===== src/rtl/fp32_accum_issuer.sv =====
// Operand issuer for a valid-only FP32 adder: folds N_TERMS streamed terms into one sum,
// issuing (running sum, new term) pairs and capturing each adder result back into the sum.
module fp32_accum_issuer #(
    parameter int N_TERMS = 4,
    parameter int CNT_W   = 8,
    parameter int TIMEOUT = 8
) (
    input  logic        clk,
    input  logic        rst_n,
    input  logic        i_clr,
    input  logic [31:0] i_term,
    input  logic        i_term_vld,
    output logic        o_term_rdy,
    output logic [31:0] o_add_a,
    output logic [31:0] o_add_b,
    output logic        o_add_vld,
    input  logic [31:0] i_add_res,
    input  logic        i_add_res_vld,
    input  logic        i_add_ovf,
    output logic [31:0] o_sum,
    output logic        o_sum_vld,
    output logic        o_sum_ovf,
    output logic        o_timeout,
    output logic        o_busy
);

    typedef enum logic [1:0] {
        ST_IDLE,
        ST_ACC,
        ST_WAIT
    } state_t;

    localparam logic [CNT_W-1:0] CNT_LAST = CNT_W'(N_TERMS);
    localparam logic [7:0]       TMR_LAST = 8'(TIMEOUT - 1);

    state_t             state_q, state_d;
    logic [31:0]        acc_q, acc_d;
    logic [CNT_W-1:0]   cnt_q, cnt_d;
    logic [7:0]         tmr_q, tmr_d;
    logic               ovf_acc_q, ovf_acc_d;
    logic [31:0]        add_a_q, add_a_d;
    logic [31:0]        add_b_q, add_b_d;
    logic               add_vld_q, add_vld_d;
    logic [31:0]        sum_q, sum_d;
    logic               sum_vld_q, sum_vld_d;
    logic               sum_ovf_q, sum_ovf_d;
    logic               timeout_q, timeout_d;
    logic               term_rdy;
    logic               term_xfer;

    assign term_rdy  = ((state_q == ST_IDLE) || (state_q == ST_ACC)) && !i_clr;
    assign term_xfer = i_term_vld && term_rdy;

    always_comb begin
        state_d   = state_q;
        acc_d     = acc_q;
        cnt_d     = cnt_q;
        tmr_d     = tmr_q;
        ovf_acc_d = ovf_acc_q;
        add_a_d   = add_a_q;
        add_b_d   = add_b_q;
        add_vld_d = 1'b0;
        sum_d     = sum_q;
        sum_ovf_d = sum_ovf_q;
        sum_vld_d = 1'b0;
        timeout_d = 1'b0;

        if (i_clr) begin
            state_d   = ST_IDLE;
            cnt_d     = '0;
            tmr_d     = '0;
            ovf_acc_d = 1'b0;
        end else begin
            case (state_q)
                ST_IDLE: begin
                    if (term_xfer) begin
                        acc_d     = i_term;
                        cnt_d     = CNT_W'(1);
                        ovf_acc_d = 1'b0;
                        if (N_TERMS == 1) begin
                            sum_d     = i_term;
                            sum_ovf_d = 1'b0;
                            sum_vld_d = 1'b1;
                        end else begin
                            state_d = ST_ACC;
                        end
                    end
                end
                ST_ACC: begin
                    if (term_xfer) begin
                        add_a_d   = acc_q;
                        add_b_d   = i_term;
                        add_vld_d = 1'b1;
                        cnt_d     = cnt_q + CNT_W'(1);
                        tmr_d     = '0;
                        state_d   = ST_WAIT;
                    end
                end
                ST_WAIT: begin
                    // cnt already counts the term in flight, so it equals N_TERMS on the final add
                    if (i_add_res_vld) begin
                        acc_d     = i_add_res;
                        ovf_acc_d = ovf_acc_q | i_add_ovf;
                        if (cnt_q == CNT_LAST) begin
                            sum_d     = i_add_res;
                            sum_ovf_d = ovf_acc_q | i_add_ovf;
                            sum_vld_d = 1'b1;
                            state_d   = ST_IDLE;
                        end else begin
                            state_d = ST_ACC;
                        end
                    end else begin
                        tmr_d = tmr_q + 8'd1;
                        if (tmr_q == TMR_LAST) begin
                            timeout_d = 1'b1;
                            state_d   = ST_IDLE;
                        end
                    end
                end
                default: state_d = ST_IDLE;
            endcase
        end
    end

    always_ff @(posedge clk or negedge rst_n) begin
        if (!rst_n) begin
            state_q   <= ST_IDLE;
            acc_q     <= '0;
            cnt_q     <= '0;
            tmr_q     <= '0;
            ovf_acc_q <= 1'b0;
            add_a_q   <= '0;
            add_b_q   <= '0;
            add_vld_q <= 1'b0;
            sum_q     <= '0;
            sum_vld_q <= 1'b0;
            sum_ovf_q <= 1'b0;
            timeout_q <= 1'b0;
        end else begin
            state_q   <= state_d;
            acc_q     <= acc_d;
            cnt_q     <= cnt_d;
            tmr_q     <= tmr_d;
            ovf_acc_q <= ovf_acc_d;
            add_a_q   <= add_a_d;
            add_b_q   <= add_b_d;
            add_vld_q <= add_vld_d;
            sum_q     <= sum_d;
            sum_vld_q <= sum_vld_d;
            sum_ovf_q <= sum_ovf_d;
            timeout_q <= timeout_d;
        end
    end

    assign o_term_rdy = term_rdy;
    assign o_add_a    = add_a_q;
    assign o_add_b    = add_b_q;
    assign o_add_vld  = add_vld_q;
    assign o_sum      = sum_q;
    assign o_sum_vld  = sum_vld_q;
    assign o_sum_ovf  = sum_ovf_q;
    assign o_timeout  = timeout_q;
    assign o_busy     = (state_q == ST_ACC) || (state_q == ST_WAIT);

endmodule


===== config.mk =====
export PLATFORM = sky130hd
export DESIGN_NAME = fp32_accum_issuer
export DESIGN_NICKNAME = d
export VERILOG_FILES = /design/src/rtl/fp32_accum_issuer.sv
export SDC_FILE = /design/constraint.sdc
export NUM_CORES = 1
export LEC_CHECK = 0
export ABC_CLOCK_PERIOD_IN_PS = 4690
export BUFFER_PORTS_ARGS = -buffer_cell sky130_fd_sc_hd__buf_2
export CAP_MARGIN = 20
export CORE_AREA = 2 2 130 132
export CTS_CLUSTER_DIAMETER = 50
export DETAILED_ROUTE_END_ITERATION = 10
export DIE_AREA = 0 0 132 134
export PLACE_DENSITY = 0.63
export RECOVER_POWER = 25
export SLEW_MARGIN = 20
export SYNTH_ARGS = -nofsm -noshare
export SYNTH_HDL_FRONTEND = slang
export SYNTH_SLANG_ARGS = --single-unit

===== constraint.sdc =====
create_clock -name clk -period 4.69 [get_ports clk]
set_clock_uncertainty 0.2 [all_clocks]
set_input_delay 0.938 -clock clk [delete_from_list [all_inputs] [get_ports clk]]
set_output_delay 0.938 -clock clk [all_outputs]
set_load 0.02 [all_outputs]

# Word-level counts from Yosys, hierarchy flattened
# Index checks and enable logic that the tools add are counted.
# W data, S select, Z words.
# word_totals
reg_bits	151
out_inout_bits	102
# classes
addsub	2
eq_ne	11
mux	33
n_bitwise	2
reduce_logical	17
# ops
op	count
$mux W32	2
$pmux W32 S2	1
$mux W8	6
$pmux W8 S2	2
$add A8 B1 Y8 const B	2
$eq A8 B3 Y1 const B	2
$mux W1	15
$reduce_and A3 Y1	5
$ne A3 B3 Y1 const B	4
$mux W2	5
$reduce_bool A3 Y1	3
$reduce_and A4 Y1	2
$pmux W2 S3	1
$ne A2 B2 Y1 const B	2
$ne A4 B4 Y1 const B	1
$eq A2 B1 Y1 const B	1
$eq A2 B2 Y1 const B	1
$logic_and A1 B1 Y1	2
$logic_not A2 Y1	1
$logic_or A1 B1 Y1	2
$pmux W1 S2	1
$reduce_bool A2 Y1	1
$logic_not A1 Y1	1
$not A1 Y1	1
$or A1 B1 Y1	1

# Logic depth before layout (Yosys ltp)
# Gate-level depths: netlist of the first run.
# depth
depth_word	7
ltp_mapped	9

# Least setup slack after synthesis of the first run
# No wires, ideal clock.
# synth_path
path_type	in2out
start	input i_clr
end	output o_term_rdy
arrival_ns	1.597
required_ns	3.552
path_slack_ns	1.955
path_stages	3
n_path_buf	2
path_cell_list	buf_2 buf_1 nor2_1
# synth_between
elab_chain_len	2
# synth_rtl
element	line_no	source
from (decl)	10	input logic i_clr,
$logic_not A1 Y1	51	assign term_rdy = ((state_q == ST_IDLE) || (state_q == ST_ACC)) && !i_clr;
$logic_and A1 B1 Y1	51	
to (decl)	13	output logic o_term_rdy,
# Every way passes these cells.

# Worst setup path in the final report of the first run
# layout_path
start	register state_q[1]
end	output o_term_rdy
# layout_between
elab_chain_len	3
word_cells_on_any_way	4
classes_between	eq/ne (1); reduce/logical (3)
# layout_rtl
element	line_no	source
from (decl)	36	state_t state_q, state_d;
from (signal assigned)	140	state_q <= state_d;
$eq A2 B1 Y1 / $logic_not A2 Y1 (equally long branches)	51	
$logic_or A1 B1 Y1 (*)	51	
$logic_and A1 B1 Y1 (*)	51	
# Mark *: on every way between the ends. The rest lies on a longest branch, timed or not.

==> results.ini, run 1 <==
[status]
status = finished, violations left
violations = capacitance limit, slew limit

[route]
avgViaCountPerCell = 4.75
drc = 0
first_pass_iters = 4
wl_per_cell_microns = 14.8
dr_total_vias = 4859
drtIter0Drc = 282
detail-route-antenna-nets = 0
routed_wl_mm = 15.1

[die]
rows = 47
dieArea_sq_mm = 0.0177
ioPinCount = 172
start_util = 0.392
die_w_microns = 132
die_h_microns = 134
core_region_area_sq_mm = 0.0163

[logic_synthesis]
ys.flop_type = dfrtp_1
muxShareOfSynthArea = 0.107
ys_async_sr_fraction = 1.00
ys_top_cells_by_area = dfrtp_1, nand2_1, mux2_2
synth_cells = 624
synth_edf_count = 0
synth-compound-area-share = 0.0645
syn_avg_cell_area_sq_um = 10.2
synth.most_common_cell = nand2_1
synth_top_family_by_area = simple AND/OR/NAND/NOR gates
yosysWarningCount = 0
synth_fa_ha_area_frac = 0.0137
ys_ff_latch = 151
synth_cell_types = 40
syn_nets = 701
synth_xor_area_frac = 0.00412
yosys.area_share.simple = 0.190
synth_top_area_frac = 0.592
synth_top_cells_by_count = nand2_1, dfrtp_1, o21ai_0
yosysSeqAreaShare = 0.592
synth_area_sq_mm = 0.00638
yosysTopAreaCell = dfrtp_1

[layout]
layout.nets = 867
n_antenna_cell = 0
drive_gt1_frac = 0.313
syn_to_final_growth_pct = 26.4

[sta]
worst_pin_slew_ns = 2.23
rsz0062_at_grt = false
finalCritPeriodShare = 0.594
fin_crit_ns = 2.79
fin_setup_tns_ns = 0
hold_viol_final = 0
drv_slew = 89
fmax_ghz = 0.359
setup_violations = 0
slew_headroom = -0.488

[worst_setup_path]
cp.arrival_ns = 1.65
critPathCaptureType = output pin
cp-start-kind = flip-flop
cp_max_fo = 8
cp.required_ns = 3.55
crit_type = flip-flop to output pin

[power]
finalPower_mw = 4.72
p_per_area_mw_per_mm2 = 585
ir_drop_uv = 257
p_leak_nw = 4.31

[clock_network]
cts_tree = yes
cts_buffers = 17
post_cts.repair.setup_buffers = 0
clockBufferDepth = 2
cts.sinks = 151
cts_hold_buf = 0
htreeDepth = 4
path_clk_slew_ns = 0.06
clockRootBuffer = clkbuf_16
post_cts_resize_count = 0
clk_latency_ns = 0.41

[grt]
overflow = 0
grt_pass1_wl_mm = 24.8
antenna_found_initial = 0
grt_max_degree = 90
grt_pass1_vias = 4864
grt_usage = 0.175

[flow_run]
maxCapViolCount = 1

[placement]
gp_congestion = 0.788
io_buffer_count = 171
dp_hpwl_mm = 10.1

[hold_path]
min_path_type = flip-flop to flip-flop

[metal layers]
layer / vias to the layer above / wire length (microns) / global-route usage
met5: - / 0 / 0
met4: 0 / 240 / 0.0628
met3: 17 / 1020 / 0.0525
met2: 137 / 6890 / 0.277
met1: 2309 / 6980 / 0.230
li1: 2396 / - / -
[worst max-delay path: stages, from the launching register on]
cell	delay (ns)
dfrtp_1	0.41
inv_1	0.09
ha_1	0.32
nor2_1	0.12
nor2_1	0.12
buf_2	0.18
[power by group]
part	switching (mW)	internal, mW
Sequential	0.216	1.70
Clock	0.530	0.934
Combinational	0.889	0.445
[sequential cells by signal (all words and copies together), names as in the netlist]
name	flops
o_sum	32
cnt_q	8
o_timeout	1
o_add_b	32
tmr_q	8
ovf_acc_q	1
o_add_a	32
o_sum_vld	1
o_sum_ovf	1
state_q	2
acc_q	32
o_add_vld	1
[cells by family (layout without fill, tap and decap cells)]
logic type / count (synthesis) / after routing
multiplexers: 64 / 64
XOR/XNOR: 3 / 3
flip-flops: 151 / 151
AND/OR/NAND/NOR: 287 / 287
AO/OA/AOI/OAI: 74 / 74
buffers and inverters: 38 / 217
adder cells (fa/ha/maj): 7 / 7
[placed cells by master (no fill, tap or decap), types with 2 or more instances in the layout]
cell / Yosys / routed
nand2_1: 233 / 232
clkbuf_16: 0 / 17
buf_2: 14 / 170
mux2i_1: 32 / 32
dfrtp_1: 151 / 151
ha_1: 7 / 6
clkinv_2: 0 / 2
and3_1: 7 / 7
bufinv_16: 0 / 4
and2_1: 2 / 2
a21oi_1: 6 / 6
nand3_1: 6 / 5
buf_4: 1 / 5
o21ai_1: 3 / 3
xor2_1: 3 / 3
clkbuf_8: 0 / 3
o21ai_0: 51 / 51
nor2_1: 17 / 17
clkinvlp_4: 0 / 3
inv_1: 7 / 7
nor3_1: 5 / 5
a31oi_1: 4 / 4
nand4_1: 3 / 3
o2111ai_1: 2 / 2
mux2_2: 32 / 32
nand2b_1: 5 / 5
o31ai_1: 3 / 3
[area by class of cell]
cell class	instances	area, sq um
inverter	8	30.0
sequential	151	3780
clock inverter	11	170
fill	1547	8230
tap	220	275
clock buffer	21	470
multi-input combinational	435	2430
timing repair buffer	177	913
[metrics by stage]
| stage | cell area, sq um | util | hold WS (ns) | cells | setup WS, ns |
|---|---|---|---|---|---|
| final | 8060 | 0.495 | 0.260 | 1023 | 1.90 |
| after detailed placement | 7430 | 0.456 | 0.248 | 991 | 1.89 |
| after floorplan | 6380 | - | 0.239 | 624 | 1.96 |
| after global routing | 8060 | 0.495 | 0.288 | 1023 | 1.57 |
| after CTS | 8070 | 0.495 | 0.264 | 1023 | 1.88 |
| after global placement | 7430 | 0.456 | 0.247 | 991 | 1.95 |
[final timing paths]
check,startpoint,endpoint,slack [ns],cells past startpoint
setup / recovery,state_q[1]$_DFFE_PN0P_,o_term_rdy,1.90,5
setup reg to reg,state_q[0]$_DFFE_PN0P_,o_sum[30]$_DFFE_PN0P_,1.96,5
hold / removal,acc_q[25]$_DFFE_PN0P_,o_add_a[25]$_DFFE_PN0P_,0.26,2
max in group asynchronous,rst_n,acc_q[25]$_DFFE_PN0P_,2.00,1
hold reg to reg,acc_q[25]$_DFFE_PN0P_,o_add_a[25]$_DFFE_PN0P_,0.26,2
min in group asynchronous,rst_n,cnt_q[3]$_DFFE_PN0P_,0.99,1
Power figures use the tool's default switching activity.
==> run 2: changes to the inputs <==
--- a/config.mk
+++ b/config.mk
@@ -5,14 +5,14 @@
 export SDC_FILE = /design/constraint.sdc
 export NUM_CORES = 1
 export LEC_CHECK = 0
-export ABC_CLOCK_PERIOD_IN_PS = 4690
+export ABC_CLOCK_PERIOD_IN_PS = 2400
 export BUFFER_PORTS_ARGS = -buffer_cell sky130_fd_sc_hd__buf_2
 export CAP_MARGIN = 20
 export CORE_AREA = 2 2 130 132
 export CTS_CLUSTER_DIAMETER = 50
 export DETAILED_ROUTE_END_ITERATION = 10
 export DIE_AREA = 0 0 132 134
-export PLACE_DENSITY = 0.63
+export PLACE_DENSITY = 0.65
 export RECOVER_POWER = 25
 export SLEW_MARGIN = 20
 export SYNTH_ARGS = -nofsm -noshare
==> constraint.sdc (replaced) <==
create_clock -name clk -period 2.4 [get_ports clk]
set_clock_uncertainty 0.2 [all_clocks]
set_input_delay 0.48 -clock clk [delete_from_list [all_inputs] [get_ports clk]]
set_output_delay 0.48 -clock clk [all_outputs]
set_load 0.02 [all_outputs]
==> run 2 against run 1 <==
  * Critical path depth unchanged
  * Register-to-register slack got worse by 1.7 ns
  * Sequential share of layout area decreased by 0.66 points
  * Critical endpoint unchanged
  * Core utilization increased by 0.71 points
  * First-iteration DRC count decreased by 19%
  * Combinational power increased by 99%
  * The flow now finishes without violations
  * Clock-buffer cell count unchanged
==> results.ini, run 2 (same netlist as run 1, synthesis figures left out) <==
[status]
status = complete, no violations

[die]
start_util = 0.392  ; unchanged
die_w_microns = 132  ; unchanged
die_h_microns = 134  ; unchanged
dieArea_sq_mm = 0.0177  ; unchanged
rows = 47  ; unchanged
core_region_area_sq_mm = 0.0163  ; unchanged
ioPinCount = 172  ; unchanged

[grt]
grt_max_degree = 55  ; -39%
antenna_found_initial = 0  ; unchanged
grt_usage = 0.187  ; +0.0117
overflow = 0  ; unchanged
grt_pass1_vias = 5075  ; +4.3%
grt_pass1_wl_mm = 26.2  ; +5.7%

[sta]
worst_hold_slack_ns = 0.0545  ; -0.206 ns
fin_crit_ns = 2.26
fin_setup_tns_ns = 0  ; unchanged
hold_viol_final = 0  ; unchanged
slew_headroom = 0.0368  ; +0.525
fin_ws_ns = 0.140  ; -1.76 ns
fmax_ghz = 0.442
setup_violations = 0  ; unchanged
rsz0062_at_grt = false
finalCritPeriodShare = 0.942
worst_pin_slew_ns = 1.44  ; -0.787 ns
drv_slew = 0  ; -100%

[route]
routed_wl_mm = 15.5  ; +2.7%
dr_total_vias = 4920  ; +1.3%
detail-route-antenna-nets = 0  ; unchanged
wl_met1_mm = 7.18  ; +3.0%
drtIter0Drc = 229  ; -19%
wl_per_cell_microns = 15.0  ; +1.6%
highest_layer = met4
wl_met3_microns = 896  ; -12%
routed-wl-met2_mm = 7.27  ; +5.6%
first_pass_iters = 4  ; unchanged
avgViaCountPerCell = 4.76  ; +0.18%
drc = 0  ; unchanged

[worst_setup_path]
crit_type = flip-flop to output pin
rr_worst_depth = 6  ; +1
critical_path.top_delay_family = flip-flops
cpPeakStageDelay_ns = 0.43  ; +0.02 ns
cp.required_ns = 1.72  ; -1.83 ns
cp_max_fo = 5  ; -3
critPathCaptureType = output pin
cp_slowest_cell = dfrtp_1
cp-start-kind = flip-flop
cp.arrival_ns = 1.58  ; -0.07 ns
worstPathCellList = inv_1 -> ha_1 -> nor2_2 -> nor2_1 -> buf_2
worst-path-stages = 5  ; unchanged
crit_buf_inv = 2  ; unchanged

[power]
ir_drop_uv = 504  ; +96%
p_leak_nw = 4.38  ; +1.4%
p_per_area_mw_per_mm2 = 1120  ; +91%

[clock_network]
path_clk_slew_ns = 0.06  ; about the same
clockRootBuffer = clkbuf_16
cts_buffers = 17  ; unchanged
cts.sinks = 151  ; unchanged
cts_tree = yes
clk_latency_ns = 0.42  ; about the same
clockBufferDepth = 2  ; unchanged
htreeDepth = 4  ; unchanged

[placement]
io_buffer_count = 171  ; unchanged
gp_congestion = 0.804  ; +2.0%
place_worst_setup_slack_ns = 0.258  ; -1.63 ns
dp_hpwl_mm = 10.7  ; +6.5%
dpl-instance-area_sq_mm = 0.00758  ; +2.0%

[hold_path]
hold_depth = 3  ; +1
min_path_type = input port to flip-flop

[layout]
n_antenna_cell = 0  ; unchanged
layout_commonest_cell = nand2_1
postLayoutCoreUtil = 0.502  ; +0.00707
design_area_sq_mm = 0.00818  ; +1.4%
layout.nets = 878  ; +1.3%
layout_common_cells = nand2_1, buf_2, dfrtp_1
syn_to_final_growth_pct = 28.2
drive_gt1_frac = 0.322  ; +0.00929

[flow_run]
maxCapViolCount = 0  ; -1

run 2: changes by cell type in the layout (fill, tap and decap cells not counted), sizes merged:
cell / delta
buf: +10
clkinvlp: -2
bufinv: -1
clkinv: +3
dlygate4sd3: +1
run 2: metal layers:
metal	track usage	vias to the layer above
li1	-	2415
met1	0.250	2356
met2	0.295	136
met3	0.0574	13
met4	0.0568	0
met5	0	-
run 2: timing repair:
item                                   4_1_cts  5_1_grt
buffers inserted                             0        0
setup endpoints to repair                    0        1
hold buffers                                 1        0
endpoints found under the hold margin       49        0
resized for setup                            0        2
run 2: worst register-to-register path, delay by kind of cell (launching register included):
kind          cells  cell delay (ns)
fa+ha+maj         1             0.27
buf+inv           2             0.36
flops             1             0.43
mux               1             0.28
simple gates      2             0.49
run 2: cell type report:
type                       instances  area, sq um
clock buffer                      21          460
clock inverter                    11          148
fill                            1538         8110
inverter                           8         30.0
multi-input combinational        435         2430
sequential                       151         3780
tap                              220          275
timing repair buffer             188         1060
run 2: where the power goes:
group / switching [mW] / total, mW / internal, mW
Clock: 1.05 / 2.75 / 1.69
Combinational: 1.75 / 2.65 / 0.903
Sequential: 0.428 / 3.76 / 3.33
run 2: final timing paths:
kind | endpoint | startpoint | slack [ns]
min in group asynchronous | tmr_q[4]$_DFFE_PN0P_ | rst_n | 0.75
max in group asynchronous | o_sum[18]$_DFFE_PN0P_ | rst_n | 0.31
worst max-delay path | o_term_rdy | state_q[0]$_DFFE_PN0P_ | 0.14
worst min register to register | o_add_a[6]$_DFFE_PN0P_ | acc_q[6]$_DFFE_PN0P_ | 0.26
worst min-delay path | o_add_b[21]$_DFFE_PN0P_ | i_term[21] | 0.05
worst max register to register | o_sum[9]$_DFFE_PN0P_ | state_q[0]$_DFFE_PN0P_ | 0.26
run 2: stage by stage:
stage               cells  power (mW)
CTS                  1034        9.27
global route         1034        9.78
finish               1034        9.16
detailed placement   1001        6.48
floorplan             624        5.41
global placement     1001        6.43
